==> config.mk <==
export PLATFORM = sky130hd
export DESIGN_NAME = fetch_unit_flat
export DESIGN_NICKNAME = d
export VERILOG_FILES = /design/src/rtl/fetch_unit_if.sv /design/src/rtl/fetch_unit.sv /design/src/flat_wrapper.sv
export SDC_FILE = /design/constraint.sdc
export NUM_CORES = 1
export LEC_CHECK = 0
export ABC_AREA = 0
export BUFFER_PORTS_ARGS = -buffer_cell sky130_fd_sc_hd__buf_2
export CAP_MARGIN = 5
export CORE_AREA = 2 2 129 131
export DETAILED_ROUTE_END_ITERATION = 10
export DIE_AREA = 0 0 131 133
export GPL_ROUTABILITY_DRIVEN = 0
export PLACE_DENSITY = 0.87
export RECOVER_POWER = 100
export SLEW_MARGIN = 40
export SYNTH_ARGS = -nofsm -noshare
export SYNTH_HDL_FRONTEND = slang
export SYNTH_SLANG_ARGS = --single-unit
export TNS_END_PERCENT = 5
==> constraint.sdc <==
create_clock -name clk -period 3.1 [get_ports clk]
set_input_delay 0.62 -clock clk [delete_from_list [all_inputs] [get_ports clk]]
set_output_delay 0.62 -clock clk [all_outputs]
set_load 0.02 [all_outputs]
==> src/rtl/fetch_unit_if.sv <==
// Instruction-memory request/response and decode-side handshake bundle for fetch_unit.
// master = fetch stage, slave = memory/decoder environment.
interface fetch_unit_if;
    logic        imem_req_valid;
    logic        imem_req_ready;
    logic [31:0] imem_addr;
    logic        imem_resp_valid;
    logic [31:0] imem_resp_data;
    logic        inst_valid;
    logic        inst_ready;
    logic [31:0] inst;
    logic [31:0] inst_pc;

    modport master (
        output imem_req_valid,
        output imem_addr,
        input  imem_req_ready,
        input  imem_resp_valid,
        input  imem_resp_data,
        output inst_valid,
        output inst,
        output inst_pc,
        input  inst_ready
    );

    modport slave (
        input  imem_req_valid,
        input  imem_addr,
        output imem_req_ready,
        output imem_resp_valid,
        output imem_resp_data,
        input  inst_valid,
        input  inst,
        input  inst_pc,
        output inst_ready
    );
endinterface

==> src/rtl/fetch_unit.sv <==
// Instruction fetch: single-outstanding imem requests, DEPTH-entry {pc, word} FIFO to decode.
// Optional same-cycle bypass of the FIFO when FETCH_BYPASS_EN is defined.
module fetch_unit #(
    parameter int DEPTH = 2
) (
    input  logic        clk,
    input  logic        rst,
    input  logic [31:0] pc,
    output logic [31:0] next_pc,
    input  logic        redirect,
    input  logic [31:0] redirect_pc,
    fetch_unit_if.master bus
);
    localparam int PTR_W = $clog2(DEPTH);
    localparam int CNT_W = PTR_W + 1;

    typedef enum logic [1:0] {
        S_REQ  = 2'd0,
        S_WAIT = 2'd1,
        S_DROP = 2'd2
    } state_t;

    state_t           state_q, state_d;
    logic [31:0]      req_pc_q, req_pc_d;
    logic [PTR_W-1:0] rd_ptr_q, rd_ptr_d;
    logic [PTR_W-1:0] wr_ptr_q, wr_ptr_d;
    logic [CNT_W-1:0] count_q, count_d;
    logic [31:0]      mem_pc_q   [DEPTH];
    logic [31:0]      mem_pc_d   [DEPTH];
    logic [31:0]      mem_data_q [DEPTH];
    logic [31:0]      mem_data_d [DEPTH];

    logic fifo_empty;
    logic fifo_has_room;
    logic req_valid;
    logic handshake;
    logic resp_take;
    logic bypass;
    logic push;
    logic pop;

    assign fifo_empty    = (count_q == '0);
    assign fifo_has_room = (count_q < CNT_W'(DEPTH));

    // rst gates the combinational outputs so they are quiet for the whole reset window
    assign req_valid = rst && (state_q == S_REQ) && fifo_has_room && !redirect;
    assign handshake = req_valid && bus.imem_req_ready;
    assign resp_take = (state_q == S_WAIT) && bus.imem_resp_valid && !redirect;

    assign bus.imem_req_valid = req_valid;
    assign bus.imem_addr      = pc;

    always_comb begin
        next_pc = pc;
        if (rst && redirect) begin
            next_pc = redirect_pc;
        end else if (handshake) begin
            next_pc = pc + 32'd4;
        end
    end

`ifdef FETCH_BYPASS_EN
    assign bypass = resp_take && fifo_empty;
`else
    assign bypass = 1'b0;
`endif

    assign bus.inst_valid = !fifo_empty || bypass;
    assign bus.inst       = bypass ? bus.imem_resp_data : mem_data_q[rd_ptr_q];
    assign bus.inst_pc    = bypass ? req_pc_q : mem_pc_q[rd_ptr_q];

    assign push = resp_take && !(bypass && bus.inst_ready);
    assign pop  = !fifo_empty && bus.inst_ready && !redirect;

    always_comb begin
        state_d  = state_q;
        req_pc_d = req_pc_q;
        case (state_q)
            S_REQ: begin
                if (handshake) begin
                    state_d = S_WAIT;
                end
            end
            S_WAIT: begin
                // a response coinciding with redirect is discarded by resp_take
                if (bus.imem_resp_valid) begin
                    state_d = S_REQ;
                end else if (redirect) begin
                    state_d = S_DROP;
                end
            end
            S_DROP: begin
                if (bus.imem_resp_valid) begin
                    state_d = S_REQ;
                end
            end
            default: state_d = S_REQ;
        endcase
        if (handshake) begin
            req_pc_d = pc;
        end
    end

    always_comb begin
        wr_ptr_d   = wr_ptr_q;
        rd_ptr_d   = rd_ptr_q;
        count_d    = count_q;
        mem_pc_d   = mem_pc_q;
        mem_data_d = mem_data_q;
        if (redirect) begin
            wr_ptr_d = '0;
            rd_ptr_d = '0;
            count_d  = '0;
        end else begin
            if (push) begin
                mem_pc_d[wr_ptr_q]   = req_pc_q;
                mem_data_d[wr_ptr_q] = bus.imem_resp_data;
                wr_ptr_d             = wr_ptr_q + PTR_W'(1);
            end
            if (pop) begin
                rd_ptr_d = rd_ptr_q + PTR_W'(1);
            end
            case ({push, pop})
                2'b10:   count_d = count_q + CNT_W'(1);
                2'b01:   count_d = count_q - CNT_W'(1);
                default: count_d = count_q;
            endcase
        end
    end

    always_ff @(posedge clk or negedge rst) begin
        if (!rst) begin
            state_q    <= S_REQ;
            req_pc_q   <= '0;
            wr_ptr_q   <= '0;
            rd_ptr_q   <= '0;
            count_q    <= '0;
            mem_pc_q   <= '{default: '0};
            mem_data_q <= '{default: '0};
        end else begin
            state_q    <= state_d;
            req_pc_q   <= req_pc_d;
            wr_ptr_q   <= wr_ptr_d;
            rd_ptr_q   <= rd_ptr_d;
            count_q    <= count_d;
            mem_pc_q   <= mem_pc_d;
            mem_data_q <= mem_data_d;
        end
    end

    a_no_overflow: assert property (@(posedge clk) disable iff (!rst)
        !(push && !fifo_has_room));

endmodule

==> src/flat_wrapper.sv <==
// flat-port wrapper written by rule: the top's interface ports become plain ports
module fetch_unit_flat 
#(
    parameter int DEPTH = 2
)
  (clk, rst, pc, next_pc, redirect, redirect_pc, bus_imem_req_valid, bus_imem_addr, bus_imem_req_ready, bus_imem_resp_valid, bus_imem_resp_data, bus_inst_valid, bus_inst, bus_inst_pc, bus_inst_ready);
  fetch_unit_if bus_i ();
  input  logic clk;
  input  logic rst;
  input  logic [31:0] pc;
  output logic [31:0] next_pc;
  input  logic redirect;
  input  logic [31:0] redirect_pc;
  output wire logic [$bits(bus_i.imem_req_valid)-1:0] bus_imem_req_valid;
  output wire logic [$bits(bus_i.imem_addr)-1:0] bus_imem_addr;
  input wire logic [$bits(bus_i.imem_req_ready)-1:0] bus_imem_req_ready;
  input wire logic [$bits(bus_i.imem_resp_valid)-1:0] bus_imem_resp_valid;
  input wire logic [$bits(bus_i.imem_resp_data)-1:0] bus_imem_resp_data;
  output wire logic [$bits(bus_i.inst_valid)-1:0] bus_inst_valid;
  output wire logic [$bits(bus_i.inst)-1:0] bus_inst;
  output wire logic [$bits(bus_i.inst_pc)-1:0] bus_inst_pc;
  input wire logic [$bits(bus_i.inst_ready)-1:0] bus_inst_ready;
  assign bus_imem_req_valid = bus_i.imem_req_valid;
  assign bus_imem_addr = bus_i.imem_addr;
  assign bus_i.imem_req_ready = bus_imem_req_ready;
  assign bus_i.imem_resp_valid = bus_imem_resp_valid;
  assign bus_i.imem_resp_data = bus_imem_resp_data;
  assign bus_inst_valid = bus_i.inst_valid;
  assign bus_inst = bus_i.inst;
  assign bus_inst_pc = bus_i.inst_pc;
  assign bus_i.inst_ready = bus_inst_ready;
  fetch_unit #(.DEPTH(DEPTH)) u_core (.clk(clk), .rst(rst), .pc(pc), .next_pc(next_pc), .redirect(redirect), .redirect_pc(redirect_pc), .bus(bus_i));
endmodule
==> results.ini, run 1 <==
[outcome]
status=finished with violations
violations=max-capacitance violations, max-slew violations, negative setup slack

[die]
rows=47
initial_core_util=0.518
dieArea_sq_um=17400
coreArea_sq_um=16200
pin_count=232
die_y_um=133
die_width_um=131

[route]
drt_iter0_drc=312
drc=0
ant_nets=0
viasPerCell=5.61
wl_per_cell_um=18.7
num_vias=6594
wl_um=21900
firstDrtPassIters=4

[placed_design]
hpwl_um=15500
port_buffers=231

[cells_and_area]
nets=1045
layout_common_cells=214 x mux2_2, 166 x dfrtp_1, 158 x buf_2, 61 x clkbuf_1, 49 x buf_4
drive_gt1_frac=0.532
final_common_cell=mux2_2
nFillCells=1252
diodes=0
syn2layout_area_growth_pct=27.4

[setup_path]
end_kind=output pin
slowest_stage=or4_4
cp_top_family=simple AND/OR/NAND/NOR gates
startpoint_type=flip-flop
crit_required_ns=2.48
max_stage_delay_ns=0.52
cp_cell_sequence=or3_4, or4_4, or4_4, a31oi_2, buf_4
arrival_ns=2.53
crit_type=reg -> out
worst_path_most_repeated_cell=or4_4
cp_max_fo=7
timing.critical_path.buf_inv=1

[logic_synthesis]
synth_edf_count=0
syn_avg_cell_area_sq_um=12.0
async_flop_share=1.00
synth_flop_cell=dfrtp_1
synth_seq_cells=166
yosysWarnings=0
synthesis.area_sq_um=8370
synth_nets=801
ys_seq_area_frac=0.496
synth_cell_types=43
syn_inst=698

[power_and_ir_drop]
p_comb_frac=0.273
p_sw_mw=2.18
leakage_nw=5.04
p_sw_frac=0.301
ir_drop_v=0.000375
seqPwrFrac=0.398
p_per_area_nw_per_um2=678
p_clk_frac=0.329
internal-power_mw=5.05
p_total_mw=7.23

[clock_network]
cts_tree=built
clockBufferDepth=2
clockRootBuffer=clkbuf_16
clkTransAtPathRegs_ns=0.06
hold_buffers=0
clk_latency_ns=0.42
cts.sinks=166
htree_levels=4
cts_buffers=17

[global_routing]
grt_max_degree=75
grt_pass1_wl_um=34000
track_usage=0.253
grt_overflow=0
grt_pass1_vias=6681
antenna_found_initial=1

[timing]
maxSlewViolCount=97
max_freq_mhz=318
maxSlewHeadroom=-0.215
whs_ns=0.101
hold_viol_final=0
finalCritPeriodShare=1.02
tns_ns=-0.0847
period_needed_ns=3.15
fin_worst_skew_ns=0.00421
finalSetupViolCount=2
rsz0062_at_grt=true
setup_slack_ns=-0.0494
worstMarginPinSlew_ns=1.82

[job]
drv_cap=2

[hold_path]
hold_path.class=in -> async

## sequential cells by signal, indices dropped and copies added (netlist names)
name and cells:
u_core.mem_data_q 64, u_core.mem_pc_q 64, u_core.wr_ptr_q 1, u_core.count_q 2, u_core.rd_ptr_q 1, u_core.req_pc_q 32, u_core.state_q 2
## routing by layer
layer	track usage	vias up	wire (um)
met5	0	-	11
met2	0.436	244	11000
met3	0.0542	39	1290
li1	-	2998	-
met4	0.0851	2	363
met1	0.313	3311	9260
## stage by stage
| step | setup WS [ns] | area, sq um | instances | utilization |
|---|---|---|---|---|
| floorplan | -0.00344 | 8410 | 698 | - |
| detailed placement | -0.273 | 10000 | 1141 | 0.619 |
| global placement | -0.274 | 10000 | 1141 | 0.618 |
| finish | -0.0494 | 10700 | 1175 | 0.660 |
| CTS | -0.0299 | 10700 | 1174 | 0.664 |
| global route | -0.0995 | 10700 | 1175 | 0.660 |
## synth_stat cells, types with 3 or more instances
cell type,count,area share
and2_1,3,0.0022
a21oi_1,6,0.0036
or4_1,15,0.013
o211ai_1,3,0.0027
dfrtp_1,166,0.50
clkbuf_1,30,0.013
o21ai_0,17,0.010
nand4_1,18,0.013
o311ai_0,3,0.0031
nor3_1,3,0.0018
nor4_1,4,0.0030
buf_2,7,0.0042
or2_2,5,0.0037
buf_4,32,0.029
mux2_2,216,0.29
xor2_1,3,0.0031
nor2_1,30,0.013
o31ai_1,10,0.0090
nand3_1,15,0.0090
nor2b_1,5,0.0037
or3_1,8,0.0060
a31oi_1,18,0.013
and3_1,4,0.0030
nand2_1,44,0.020
inv_1,7,0.0031
xnor2_1,5,0.0052
## repair_timing
action | CTS | global route
buffers inserted | 1 | 1
endpoints found under the setup margin | 10 | 17
gates resized for setup | 12 | 14
pin swaps | 2 | 5
## worst paths after layout
check	from	endpoint	slack [ns]	cells past startpoint
setup / recovery	u_core.state_q[0]	next_pc[27]	-0.05	5
max in group asynchronous	rst	u_core.mem_data_q[4]	0.69	3
hold reg to reg	u_core.mem_pc_q[63]	u_core.mem_pc_q[63]	0.50	1
setup reg to reg	u_core.state_q[1]	u_core.mem_pc_q[14]	0.26	6
min in group clk	pc[1]	u_core.req_pc_q[1]	0.41	3
hold / removal	rst	u_core.mem_pc_q[4]	0.10	2
## worst register-to-register path: cells and delay by family (launching register included)
family	cells	cell delay, ns
mux	1	0.73
flops	1	0.39
simple gates	2	0.33
buf+inv	3	1.27
## cells by family (layout without fill, tap and decap cells)
kind of cell             Yosys count  count (layout)  share of synthesized area
AO/OA/AOI/OAI                     66              66                     0.0516
XOR/XNOR                           8               8                    0.00837
adder cells (fa/ha/maj)            1               1                    0.00149
buffers and inverters             78             335                     0.0504
flip-flops                       166             166                      0.496
multiplexers                     216             216                      0.290
AND/OR/NAND/NOR                  163             163                      0.102
## power groups by stage
stage,Sequential [mW],Combinational [mW],Clock (mW)
2_1_floorplan,2.82,1.36,0
3_3_place_gp,2.87,1.95,0
3_5_place_dp,2.91,2.00,0
4_1_cts,2.87,2.01,2.42
5_1_grt,2.93,2.12,2.51
6_report,2.88,1.97,2.38
## cell type report
cell class | count | area [sq um] | share of cell area
flip-flops and latches | 166 | 4150 | 0.389
multi-input cells | 454 | 3930 | 0.368
repair buffers | 296 | 1610 | 0.151
clock buffers | 21 | 480 | 0.0450
well taps | 220 | 275 | 0.0258
clock inverters | 11 | 194 | 0.0182
inverters | 7 | 26.3 | 0.00246
Note: power is estimated with default switching activity, not from simulation.
==> run 2, diff against run 1 <==
--- a/config.mk
+++ b/config.mk
@@ -6,11 +6,14 @@
 export NUM_CORES = 1
 export LEC_CHECK = 0
 export ABC_AREA = 0
+export ABC_CLOCK_PERIOD_IN_PS = 3100
 export BUFFER_PORTS_ARGS = -buffer_cell sky130_fd_sc_hd__buf_2
 export CAP_MARGIN = 5
-export CORE_AREA = 2 2 129 131
+export CELL_PAD_IN_SITES_DETAIL_PLACEMENT = 2
+export CELL_PAD_IN_SITES_GLOBAL_PLACEMENT = 2
+export CORE_AREA = 2 2 160 162
 export DETAILED_ROUTE_END_ITERATION = 10
-export DIE_AREA = 0 0 131 133
+export DIE_AREA = 0 0 162 164
 export GPL_ROUTABILITY_DRIVEN = 0
 export PLACE_DENSITY = 0.87
 export RECOVER_POWER = 100
==> run 2 against run 1 <==
Compared with the run above: sequential power is essentially flat; power shrank 2.1%; the flow still finishes with violations (max-capacitance violations, max-slew violations, negative setup slack); combinational power up 4%; via count grew 1.1%; utilization shrank 23 points; first-iteration DRC count is 40% lower; critical endpoint is now next_pc[23]; register-to-register slack better by 0.29 ns.
==> results.ini, run 2 (synthesis gave the netlist of run 1 again) <==
[clock_network]
clockRootBuffer=clkbuf_16  ; unchanged
cts.sinks=166  ; unchanged
cts_tree=built  ; unchanged
clkTransAtPathRegs_ns=0.07  ; was 0.06 ns
cts_buffers=17  ; unchanged
clk_latency_ns=0.43  ; was 0.42 ns
clockBufferDepth=2  ; unchanged
htree_levels=4  ; unchanged

[setup_path]
crit_type=reg -> out  ; unchanged
slowest_stage=or4_4  ; unchanged
reg2reg_slack_ns=0.55  ; was 0.26 ns
end_kind=output pin  ; unchanged
crit_required_ns=2.48  ; about the same
arrival_ns=2.59  ; was 2.53 ns
cp_cell_sequence=or3_4, or4_4, or4_4, a31oi_4, buf_6  ; was or3_4, or4_4, or4_4, a31oi_2, buf_4
timing.critical_path.buf_inv=1  ; unchanged
cp_max_fo=8  ; was 7
startpoint_type=flip-flop  ; unchanged
crit_cells=5  ; unchanged
ff2ff_path_depth=6  ; unchanged
worst_path_most_repeated_cell=or4_4  ; unchanged
max_stage_delay_ns=0.56  ; was 0.52 ns
cp_top_family=simple AND/OR/NAND/NOR gates  ; unchanged

[timing]
finalSetupViolCount=5  ; was 2
max_freq_mhz=312  ; was 318 MHz
finalCritPeriodShare=1.03  ; was 1.02
maxSlewHeadroom=-0.336  ; was -0.215
maxSlewViolCount=135  ; was 97
fin_worst_skew_ns=0.0128  ; was 0.00421 ns
worstMarginPinSlew_ns=2.00  ; was 1.82 ns
rsz0062_at_grt=true  ; unchanged
period_needed_ns=3.21  ; was 3.15 ns
setup_slack_ns=-0.108  ; was -0.0494 ns
hold_viol_final=0  ; unchanged

[power_and_ir_drop]
leakage_nw=5.05  ; was 5.04 nW
ir_drop_v=0.000287  ; was 0.000375 V
p_total_mw=7.08  ; was 7.23 mW
p_per_area_nw_per_um2=658  ; was 678 nW/um^2

[cells_and_area]
nFillCells=2636  ; was 1252
nets=1050  ; was 1045
fin_area_sq_um=10800  ; was 10700 sq um
layout_common_cells=213 x mux2_2, 166 x dfrtp_1, 165 x buf_2, 59 x clkbuf_1, 57 x buf_4  ; was 214 x mux2_2, 166 x dfrtp_1, 158 x buf_2, 61 x clkbuf_1, 49 x buf_4
finalNonFillerCells=1291  ; was 1175
final_common_cell=mux2_2  ; unchanged
syn2layout_area_growth_pct=28.4  ; was 27.4%
drive_gt1_frac=0.536  ; was 0.532
reg.largest.list=u_core.mem_data_q: 64 flops, u_core.mem_pc_q: 64 flops, u_core.req_pc_q: 32 flops  ; unchanged

[placed_design]
dp.cells=1258  ; was 1141
port_buffers=231  ; unchanged
hpwl_um=20500  ; was 15500 um
pre_cts_ws_ns=-0.252  ; was -0.273 ns
placed_area_sq_um=10200  ; was 10000 sq um

[die]
coreArea_sq_um=24800  ; was 16200 sq um
pin_count=232  ; unchanged
initial_core_util=0.337  ; was 0.518
die_width_um=162  ; was 131 um
rows=58  ; was 47
die_y_um=164  ; was 133 um
dieArea_sq_um=26600  ; was 17400 sq um

[route]
wl_per_cell_um=21.8  ; was 18.7 um
wl_um=28100  ; was 21900 um
drc=0  ; unchanged
viasPerCell=5.16  ; was 5.61
firstDrtPassIters=5  ; was 4
num_vias=6667  ; was 6594
ant_nets=0  ; unchanged
drt_iter0_drc=187  ; was 312

[job]
drv_cap=3  ; was 2

[global_routing]
track_usage=0.213  ; was 0.253
grt_pass1_wl_um=43300  ; was 34000 um
antenna_found_initial=2  ; was 1
grt_pass1_vias=7539  ; was 6681
grt_max_degree=68  ; was 75
grt_overflow=0  ; unchanged

[hold_path]
hold_path.class=in -> async  ; unchanged

[outcome]
violations=max-capacitance violations, max-slew violations, negative setup slack  ; unchanged
status=finished with violations  ; unchanged

## run 2: cell count changes in the layout (fill, tap and decap cells not counted), sizes merged
cell and change:
bufinv -4, clkbuf -9, diode +1, buf +14, clkinvlp -3, inv +4
clkinv +3
## run 2: path summary, 6_finish.rpt
path | end | from
worst max-delay path | next_pc[23] | u_core.state_q[0]
worst min-delay path | u_core.rd_ptr_q | rst
worst max register to register | u_core.mem_data_q[62] | u_core.state_q[1]
worst min register to register | u_core.mem_pc_q[0] | u_core.mem_pc_q[0]
max in group asynchronous | u_core.mem_pc_q[32] | rst
min in group clk | u_core.mem_data_q[37] | bus_imem_resp_data[5]
## run 2: final cells by class
type                       instances  area [sq um]  share of cell area
antenna                            1          2.50            0.000233
clock buffer                      21           470              0.0438
clock inverter                    11           113              0.0105
inverter                           7          26.3             0.00244
multi-input combinational        454          3940               0.367
sequential                       166          4150               0.386
tap                              330           413              0.0384
timing repair buffer             301          1630               0.152
## run 2: through the flow
step | util | TNS (ns) | hold slack (ns)
6_report | 0.433 | -0.259 | 0.322
5_1_grt | 0.433 | -2.46 | 0.343
4_1_cts | 0.436 | -0.645 | 0.318
3_5_place_dp | 0.410 | -0.881 | 0.492
3_3_place_gp | 0.410 | -0.850 | 0.482
2_1_floorplan | - | -0.0103 | 0.324
## run 2: repair_timing
action / CTS / global route
pin swaps: 8 / 4
setup buffers: 1 / 0
setup endpoints to repair: 12 / 20
gates resized for setup: 15 / 17
hold buffers: 0 / 0
## run 2: tightest hold or removal path, cell delays in order
cell   delay [ns]
buf_6        0.09
buf_4        0.13
buf_6        0.30
## run 2: routing by layer
metal,up-vias,track usage,share of wire
met4,2,0.0660,0.020
met5,-,0,0.00057
li1,3006,-,-
met3,33,0.0409,0.042
met1,3432,0.257,0.42
met2,194,0.384,0.52
## run 2: power by group
part / internal [mW] / switching (mW) / leakage [nW]
Clock: 1.19 / 0.938 / 0.285
Sequential: 2.63 / 0.279 / 2.15
Combinational: 0.916 / 1.13 / 2.62
Total: 4.73 / 2.35 / 5.05
